===== src/rtl/serial_subtractor_if.sv =====
// Operand/result bundle for the digit-serial subtractor.
// The master side issues a start with its operands and watches busy/done;
// the slave side (the subtractor) returns the difference and status flags.
interface serial_subtractor_if #(
    parameter int WIDTH = 8
);
    logic             start;
    logic [WIDTH-1:0] a;
    logic [WIDTH-1:0] b;
    logic             bin;
    logic [WIDTH-1:0] diff;
    logic             bout;
    logic             ovf;
    logic             busy;
    logic             done;

    modport master (
        output start,
        output a,
        output b,
        output bin,
        input  diff,
        input  bout,
        input  ovf,
        input  busy,
        input  done
    );

    modport slave (
        input  start,
        input  a,
        input  b,
        input  bin,
        output diff,
        output bout,
        output ovf,
        output busy,
        output done
    );
endinterface


===== src/rtl/serial_subtractor.sv =====
// Digit-serial subtractor: computes a - b - bin over WIDTH/CHUNK clock cycles,
// CHUNK bits at a time starting from the LSB, chaining the borrow between
// chunks through a register. Result bits enter diff from the MSB side so the
// word is aligned once the last chunk has been shifted in.
module serial_subtractor #(
    parameter int WIDTH = 8,
    parameter int CHUNK = 1
) (
    input  logic               clk,
    input  logic               rst_n,
    serial_subtractor_if.slave bus
);

    localparam int N     = WIDTH / CHUNK;
    localparam int CNT_W = $clog2(N + 1);
    localparam logic [CNT_W-1:0] LAST_COUNT = CNT_W'(N - 1);

    // Reject parameter combinations that cannot be split into whole chunks.
    if (WIDTH < 1 || CHUNK < 1 || CHUNK > WIDTH || (WIDTH % CHUNK) != 0) begin : g_bad_params
        $error("serial_subtractor: WIDTH must be a positive multiple of CHUNK");
    end

    typedef enum logic {
        IDLE = 1'b0,
        RUN  = 1'b1
    } state_t;

    state_t           state_q, state_d;
    logic [WIDTH-1:0] a_q, a_d;
    logic [WIDTH-1:0] b_q, b_d;
    logic             borrow_q, borrow_d;
    logic [CNT_W-1:0] count_q, count_d;
    logic [WIDTH-1:0] diff_q, diff_d;
    logic             bout_q, bout_d;
    logic             ovf_q, ovf_d;
    logic             busy_q, busy_d;
    logic             done_q, done_d;

    logic [CHUNK-1:0] chunk_diff;
    logic             chunk_bout;
    logic             msb_bin;
    logic             ripple;

    // Ripple of CHUNK full-subtractor cells over the low bits of the operands;
    // also keeps the borrow entering the top cell for the overflow flag.
    always_comb begin
        chunk_diff = '0;
        msb_bin    = 1'b0;
        ripple     = borrow_q;
        for (int i = 0; i < CHUNK; i++) begin
            if (i == CHUNK - 1) begin
                msb_bin = ripple;
            end
            chunk_diff[i] = a_q[i] ^ b_q[i] ^ ripple;
            ripple        = (~a_q[i] & b_q[i]) | (~(a_q[i] ^ b_q[i]) & ripple);
        end
        chunk_bout = ripple;
    end

    // Next-state logic: load operands on an accepted start, then consume one
    // chunk per cycle; the final chunk publishes bout/ovf and pulses done.
    always_comb begin
        state_d  = state_q;
        a_d      = a_q;
        b_d      = b_q;
        borrow_d = borrow_q;
        count_d  = count_q;
        diff_d   = diff_q;
        bout_d   = bout_q;
        ovf_d    = ovf_q;
        busy_d   = busy_q;
        done_d   = 1'b0;

        case (state_q)
            IDLE: begin
                busy_d = 1'b0;
                if (bus.start) begin
                    a_d      = bus.a;
                    b_d      = bus.b;
                    borrow_d = bus.bin;
                    count_d  = '0;
                    busy_d   = 1'b1;
                    state_d  = RUN;
                end
            end

            RUN: begin
                diff_d   = (diff_q >> CHUNK) | (WIDTH'(chunk_diff) << (WIDTH - CHUNK));
                a_d      = a_q >> CHUNK;
                b_d      = b_q >> CHUNK;
                borrow_d = chunk_bout;
                count_d  = count_q + CNT_W'(1);
                if (count_q == LAST_COUNT) begin
                    bout_d  = chunk_bout;
                    ovf_d   = msb_bin ^ chunk_bout;
                    done_d  = 1'b1;
                    busy_d  = 1'b0;
                    state_d = IDLE;
                end
            end

            default: begin
                state_d = IDLE;
                busy_d  = 1'b0;
            end
        endcase
    end

    // State and datapath registers; reset clears everything, including an
    // operation that is still in flight.
    always_ff @(posedge clk or negedge rst_n) begin
        if (!rst_n) begin
            state_q  <= IDLE;
            a_q      <= '0;
            b_q      <= '0;
            borrow_q <= 1'b0;
            count_q  <= '0;
            diff_q   <= '0;
            bout_q   <= 1'b0;
            ovf_q    <= 1'b0;
            busy_q   <= 1'b0;
            done_q   <= 1'b0;
        end else begin
            state_q  <= state_d;
            a_q      <= a_d;
            b_q      <= b_d;
            borrow_q <= borrow_d;
            count_q  <= count_d;
            diff_q   <= diff_d;
            bout_q   <= bout_d;
            ovf_q    <= ovf_d;
            busy_q   <= busy_d;
            done_q   <= done_d;
        end
    end

    assign bus.diff = diff_q;
    assign bus.bout = bout_q;
    assign bus.ovf  = ovf_q;
    assign bus.busy = busy_q;
    assign bus.done = done_q;

endmodule

===== src/flat_wrapper.sv =====
// flat-port wrapper written by rule: the top's interface ports become plain ports
module serial_subtractor_flat 
#(
    parameter int WIDTH = 8,
    parameter int CHUNK = 1
)
  (clk, rst_n, bus_start, bus_a, bus_b, bus_bin, bus_diff, bus_bout, bus_ovf, bus_busy, bus_done);
  serial_subtractor_if #(.WIDTH(WIDTH)) bus_i ();
  input  logic clk;
  input  logic rst_n;
  input wire logic [$bits(bus_i.start)-1:0] bus_start;
  input wire logic [$bits(bus_i.a)-1:0] bus_a;
  input wire logic [$bits(bus_i.b)-1:0] bus_b;
  input wire logic [$bits(bus_i.bin)-1:0] bus_bin;
  output wire logic [$bits(bus_i.diff)-1:0] bus_diff;
  output wire logic [$bits(bus_i.bout)-1:0] bus_bout;
  output wire logic [$bits(bus_i.ovf)-1:0] bus_ovf;
  output wire logic [$bits(bus_i.busy)-1:0] bus_busy;
  output wire logic [$bits(bus_i.done)-1:0] bus_done;
  assign bus_i.start = bus_start;
  assign bus_i.a = bus_a;
  assign bus_i.b = bus_b;
  assign bus_i.bin = bus_bin;
  assign bus_diff = bus_i.diff;
  assign bus_bout = bus_i.bout;
  assign bus_ovf = bus_i.ovf;
  assign bus_busy = bus_i.busy;
  assign bus_done = bus_i.done;
  serial_subtractor #(.WIDTH(WIDTH), .CHUNK(CHUNK)) u_core (.clk(clk), .rst_n(rst_n), .bus(bus_i));
endmodule

===== config.mk =====
export PLATFORM = sky130hd
export DESIGN_NAME = serial_subtractor_flat
export DESIGN_NICKNAME = d
export VERILOG_FILES = /design/src/rtl/serial_subtractor_if.sv /design/src/rtl/serial_subtractor.sv /design/src/flat_wrapper.sv
export SDC_FILE = /design/constraint.sdc
export NUM_CORES = 1
export LEC_CHECK = 0
export BUFFER_PORTS_ARGS = -buffer_cell sky130_fd_sc_hd__buf_2
export CELL_PAD_IN_SITES_DETAIL_PLACEMENT = 1
export CELL_PAD_IN_SITES_GLOBAL_PLACEMENT = 2
export CORE_ASPECT_RATIO = 0.6
export CORE_MARGIN = 2
export CORE_UTILIZATION = 35
export DETAILED_ROUTE_END_ITERATION = 8
export PLACE_DENSITY_LB_ADDON = 0.05
export SLEW_MARGIN = 0
export SYNTH_ARGS = -nofsm -noshare
export SYNTH_HDL_FRONTEND = slang
export SYNTH_SLANG_ARGS = --single-unit

===== constraint.sdc =====
create_clock -name clk -period 1.7 [get_ports clk]
set_input_delay 0.17 -clock clk [delete_from_list [all_inputs] [get_ports clk]]
set_output_delay 0.17 -clock clk [all_outputs]
set_load 0.02 [all_outputs]

# After elaboration in Yosys (flattened, before gate mapping)
# Cells that the tools add are included.
# Widths: inputs -> output; s select.
[totals]
regBits = 34
latch_bits = 0
ram_bits = 0
rom_bits = 0
wordCells = 40
mem_count = 0
[classes]
n_addsub = 1
mul = 0
div_mod_pow = 0
order_cmp = 0
eq_ne = 3
shifts = 0
muxes = 15
bitwise_logic = 10
reduce_logical = 1
[op_table]
columns = ["op", "count"]
rows = [
  ["$pmux 8 s2", 2],
  ["$mux 8", 2],
  ["$or 7x8->8", 1],
  ["$pmux 4 s2", 1],
  ["$mux 1", 6],
  ["$pmux 1 s2", 3],
  ["$add 4x1->4 const B", 1],
  ["$eq 4x3->1 const B", 1],
  ["$mux 4", 1],
  ["$ne 2x2->1 const B", 2],
  ["$not 1->1", 3],
  ["$xor 1x1->1", 3],
  ["$and 1x1->1", 2],
  ["$reduce_and 2->1", 1],
  ["$or 1x1->1", 1],
]

# Logic depth before layout (Yosys ltp)
[depth]
depth_word = 5
ltp_mapped = 4
ltp_nobuf = 4

# Least setup slack after synthesis
# OpenSTA, ideal clock, no wires.
[synth_path]
path_kind = "register -> register"
from = "reg u_core.borrow_q"
to = "reg u_core.diff_q[7], in the netlist u_core.bus.diff[7]"
arrival_time_ns = 1.080
path_slack_ns = 0.496
stages_incl_launch_ff = 4
n_path_buf = 0
period_less_slack_ns = 1.204
path_cell_list = "dfrtp_1 -> inv_1 -> fa_1 -> mux2_2"
[synth_between]
elab_chain_cells = 2
[synth_lines]
columns = ["element", "line_no", "source"]
rows = [
  ["start, declared", "serial_subtractor.sv:31", "logic borrow_q, borrow_d;"],
  ["start signal, assigned", "serial_subtractor.sv:127", "borrow_q <= borrow_d;"],
  ["$xor 1x1->1", "serial_subtractor.sv:54", "chunk_diff[i] = a_q[i] ^ b_q[i] ^ ripple;"],
  ["net u_core.chunk_diff", "serial_subtractor.sv:39", "logic [CHUNK-1:0] chunk_diff;"],
  ["$or 7x8->8", "serial_subtractor.sv:88", "diff_d = (diff_q >> CHUNK) | (WIDTH'(chunk_diff) << (WIDTH - CHUNK));"],
  ["end signal, assigned", "serial_subtractor.sv:129", "diff_q <= diff_d;"],
  ["end, declared", "serial_subtractor.sv:33", "logic [WIDTH-1:0] diff_q, diff_d;"],
]
# The timed path passes the listed nets, and every way through them passes these cells.
# A chain may end at the register's enable or synchronous reset.

# Worst setup path in the final report
# Ends and elaborated chain as after synthesis.

==> summary.md <==
| Metric | Value |
|---|---|
| Clk sink count | 34 |
| Final Util | 43.2% |
| Setup ws final | 0.434 ns |
| Final setup viols | 0 |
| Post-synth cell types | 25 |
| Post-DP Area | 1690 sq um |
| Final Instance Count excl. Fillers | 215 |
| Vias | 980 |
| Setup Skew | 0.00248 ns |
| Layout area overhead | 18.5% |
| Total grt overflow | 0 |
| Status | finished clean |
| Synth Area in Simple Gates | 8.74% |
| Unrepaired setup endpoints after global routing | no |
| Routed WL per cell | 13.9 um |
| DRC | 0 |
| Post-synthesis mux area share | 18.3% |
| Row count | 18 |
| GRT Util Overall | 14.4% |
| TNS Setup | 0 ns |
| Synth Area in Compound Gates | 7.66% |
| Crit-path max FO | 3 |
| Largest net degree at the start of global routing | 35 |
| Worst setup EP type | flop |
| Die width | 88.6 um |
| #FFs+latches synth | 34 |
| Net count after synthesis | 144 |
| # diodes | 0 |
| Die area | 4850 sq um |
| Worst-margin pin slew | 0.750 ns |
| Post-Syn Area | 1500 sq um |
| Clk Latency, worst-skew pair | 0.28 ns |
| XOR/XNOR Fraction of Synth Area | 1.75% |
| Initial antenna violation count | 0 |
| Bufs on Longest Clock Path | 2 |
| FMAX | 790 MHz |
| I/O Pins | 32 |
| CTS Buf Count | 5 |
| Area taken by multi-input logic gates | 581 sq um |
| Final count of pins violating max slew | 0 |
| CP required | 1.86 ns |
| Leak pwr | 0.873 nW |
| CP startpoint kind | flop |
| Starting density of the core | 36.5% |
| Critical path class | flop to flop |
| Max_slew headroom | 50.0% |
| Fillers | 479 |
| First-pass GRT wire length | 4890 um |
| Final WL | 2980 um |
| Worst hold margin | 0.139 ns |
| Antenna-violating nets left | 0 |
| Register area | 851 sq um |
| Root Buffer | clkbuf_8 |
| Hold Crit Class | primary input to flop |
| Mean Syn Cell Area | 12.3 sq um |
| Port Buffers | 31 |
| Yosys warning count | 0 |
| Fin crit share | 74.5% |
| Ratio of routed vias to standard cells | 4.56 |
| Total Power | 3.22 mW |
| Final net count | 178 |
| Vias in the first global route | 970 |
| Post-CTS resize count | 0 |
| Drt initial violations | 47 |
| Die H | 54.8 um |
| Core region area | 4120 sq um |
| Crit path time final | 1.27 ns |
| Clk slew on worst S/H paths | 0.06 ns |
| RePlAce Congestion | 0.691 |
| H-tree depth | 2 |
| Setup WS pre-CTS | 0.452 ns |
| HPWL after DPL | 2060 um |
| # hold bufs at CTS | 1 |
| Post-CTS Setup Repair Bufs | 0 |
| Peak VDD IR | 0.000605 V |
| Final Cell Area | 1780 sq um |
| Combinational family with the most area after synthesis | multiplexers |
| Share of layout cells above drive strength 1 | 32.9% |
| Max-Cap Viols | 0 |
| Arrival time worst endpoint | 1.43 ns |
| CTS tree | done |
| Synthesized instance count | 122 |
| Post-synthesis adder-cell area fraction | 2.16% |
| Inst Count DP | 208 |
| Hold Vio Cnt, Final | 0 |
| Power Density | 1810 nW/um^2 |
| Post-synthesis sequential area ratio | 56.6% |
| Drt first pass iters | 3 |
## cell usage after synthesis
cell,instances,area (sq um)
nand2b_1,1,6.26
inv_1,2,7.51
o21ai_0,1,5.00
o21ai_1,16,80.1
clkbuf_1,1,3.75
mux2_2,8,90.1
nor2_4,1,11.3
buf_4,3,22.5
nor2_1,4,15.0
mux2_4,1,15.0
xnor2_1,1,8.76
nand3_1,1,5.00
inv_2,1,3.75
xor2_1,2,17.5
nand2_1,17,63.8
a22o_1,2,17.5
nor2b_1,1,6.26
fa_1,1,20.0
mux2i_1,17,170
buf_6,3,33.8
dfrtp_1,34,851
a21oi_1,1,5.00
a211oi_1,1,7.51
ha_1,1,12.5
nand4b_4,1,23.8
## cell families (layout without fill, tap and decap cells)
group,count (synthesis),count (layout)
AO/OA/AOI/OAI,21,21
AND/OR/NAND/NOR,26,26
multiplexers,26,26
XOR/XNOR,3,3
adder cells (fa/ha/maj),2,2
buffers and inverters,10,43
flip-flops,34,34
## layout make-up
| cell class | count | area share [%] |
|---|---|---|
| clock buffers | 6 | 4.64 |
| multi-input cells | 78 | 32.6 |
| well taps | 60 | 4.22 |
| repair buffers | 34 | 10.1 |
| flip-flops and latches | 34 | 47.8 |
| inverters | 3 | 0.632 |
## critical path: stages (launching register included)
cell     delay, ns
dfrtp_1       0.40
inv_1         0.08
fa_1          0.40
mux2_2        0.28
## sequential cells by signal (all words and copies together) (netlist names)
| register | flops |
|---|---|
| u_core.a_q | 8 |
| u_core.b_q | 8 |
| u_core.borrow_q | 1 |
| u_core.bus.bout | 1 |
| u_core.bus.busy | 1 |
| u_core.bus.diff | 8 |
| u_core.bus.done | 1 |
| u_core.bus.ovf | 1 |
| u_core.count_q | 4 |
| u_core.state_q | 1 |
## worst paths after layout
check	startpoint	end	slack (ns)	depth (start not counted)
worst min register to register	u_core.b_q[3]	u_core.b_q[2]	0.49	2
worst max-delay path	u_core.borrow_q	u_core.bus.diff[7]	0.43	3
max in group asynchronous	rst_n	u_core.bus.diff[1]	0.71	2
worst min-delay path	bus_a[7]	u_core.a_q[7]	0.14	3
worst max register to register	u_core.borrow_q	u_core.bus.diff[7]	0.43	3
min in group asynchronous	rst_n	u_core.b_q[5]	0.51	2
## power by group
| group | total, mW | internal (mW) | switching, mW |
|---|---|---|---|
| clock | 0.578 | 0.312 | 0.266 |
| combinational | 1.28 | 0.576 | 0.699 |
| sequential | 1.37 | 1.15 | 0.223 |
## per-layer routing
metal,track usage (%),up-vias,routed length (um)
met4,7.58,0,38
met2,20.2,20,1330
li1,-,481,-
met3,5.13,5,140
met1,19.6,474,1470
met5,0,-,0
## cell usage in the layout, fill, tap and decap left out
| cell | count |
|---|---|
| inv_2 | 1 |
| nor2b_1 | 1 |
| clkbuf_8 | 6 |
| fa_1 | 1 |
| ha_1 | 1 |
| nor2_1 | 4 |
| a21oi_1 | 1 |
| nand3_1 | 1 |
| xnor2_1 | 1 |
| nand2b_1 | 1 |
| dlygate4sd3_1 | 1 |
| mux2i_1 | 17 |
| nor2_4 | 1 |
| xor2_1 | 2 |
| inv_1 | 2 |
| buf_4 | 2 |
| nand4b_4 | 1 |
| nand2_1 | 17 |
| mux2_2 | 8 |
| buf_2 | 31 |
| mux2_4 | 1 |
| dfrtp_1 | 34 |
| o21ai_1 | 16 |
| a211oi_1 | 1 |
| o21ai_0 | 1 |
| a22o_1 | 2 |
Note: power is estimated with default switching activity, not from simulation.
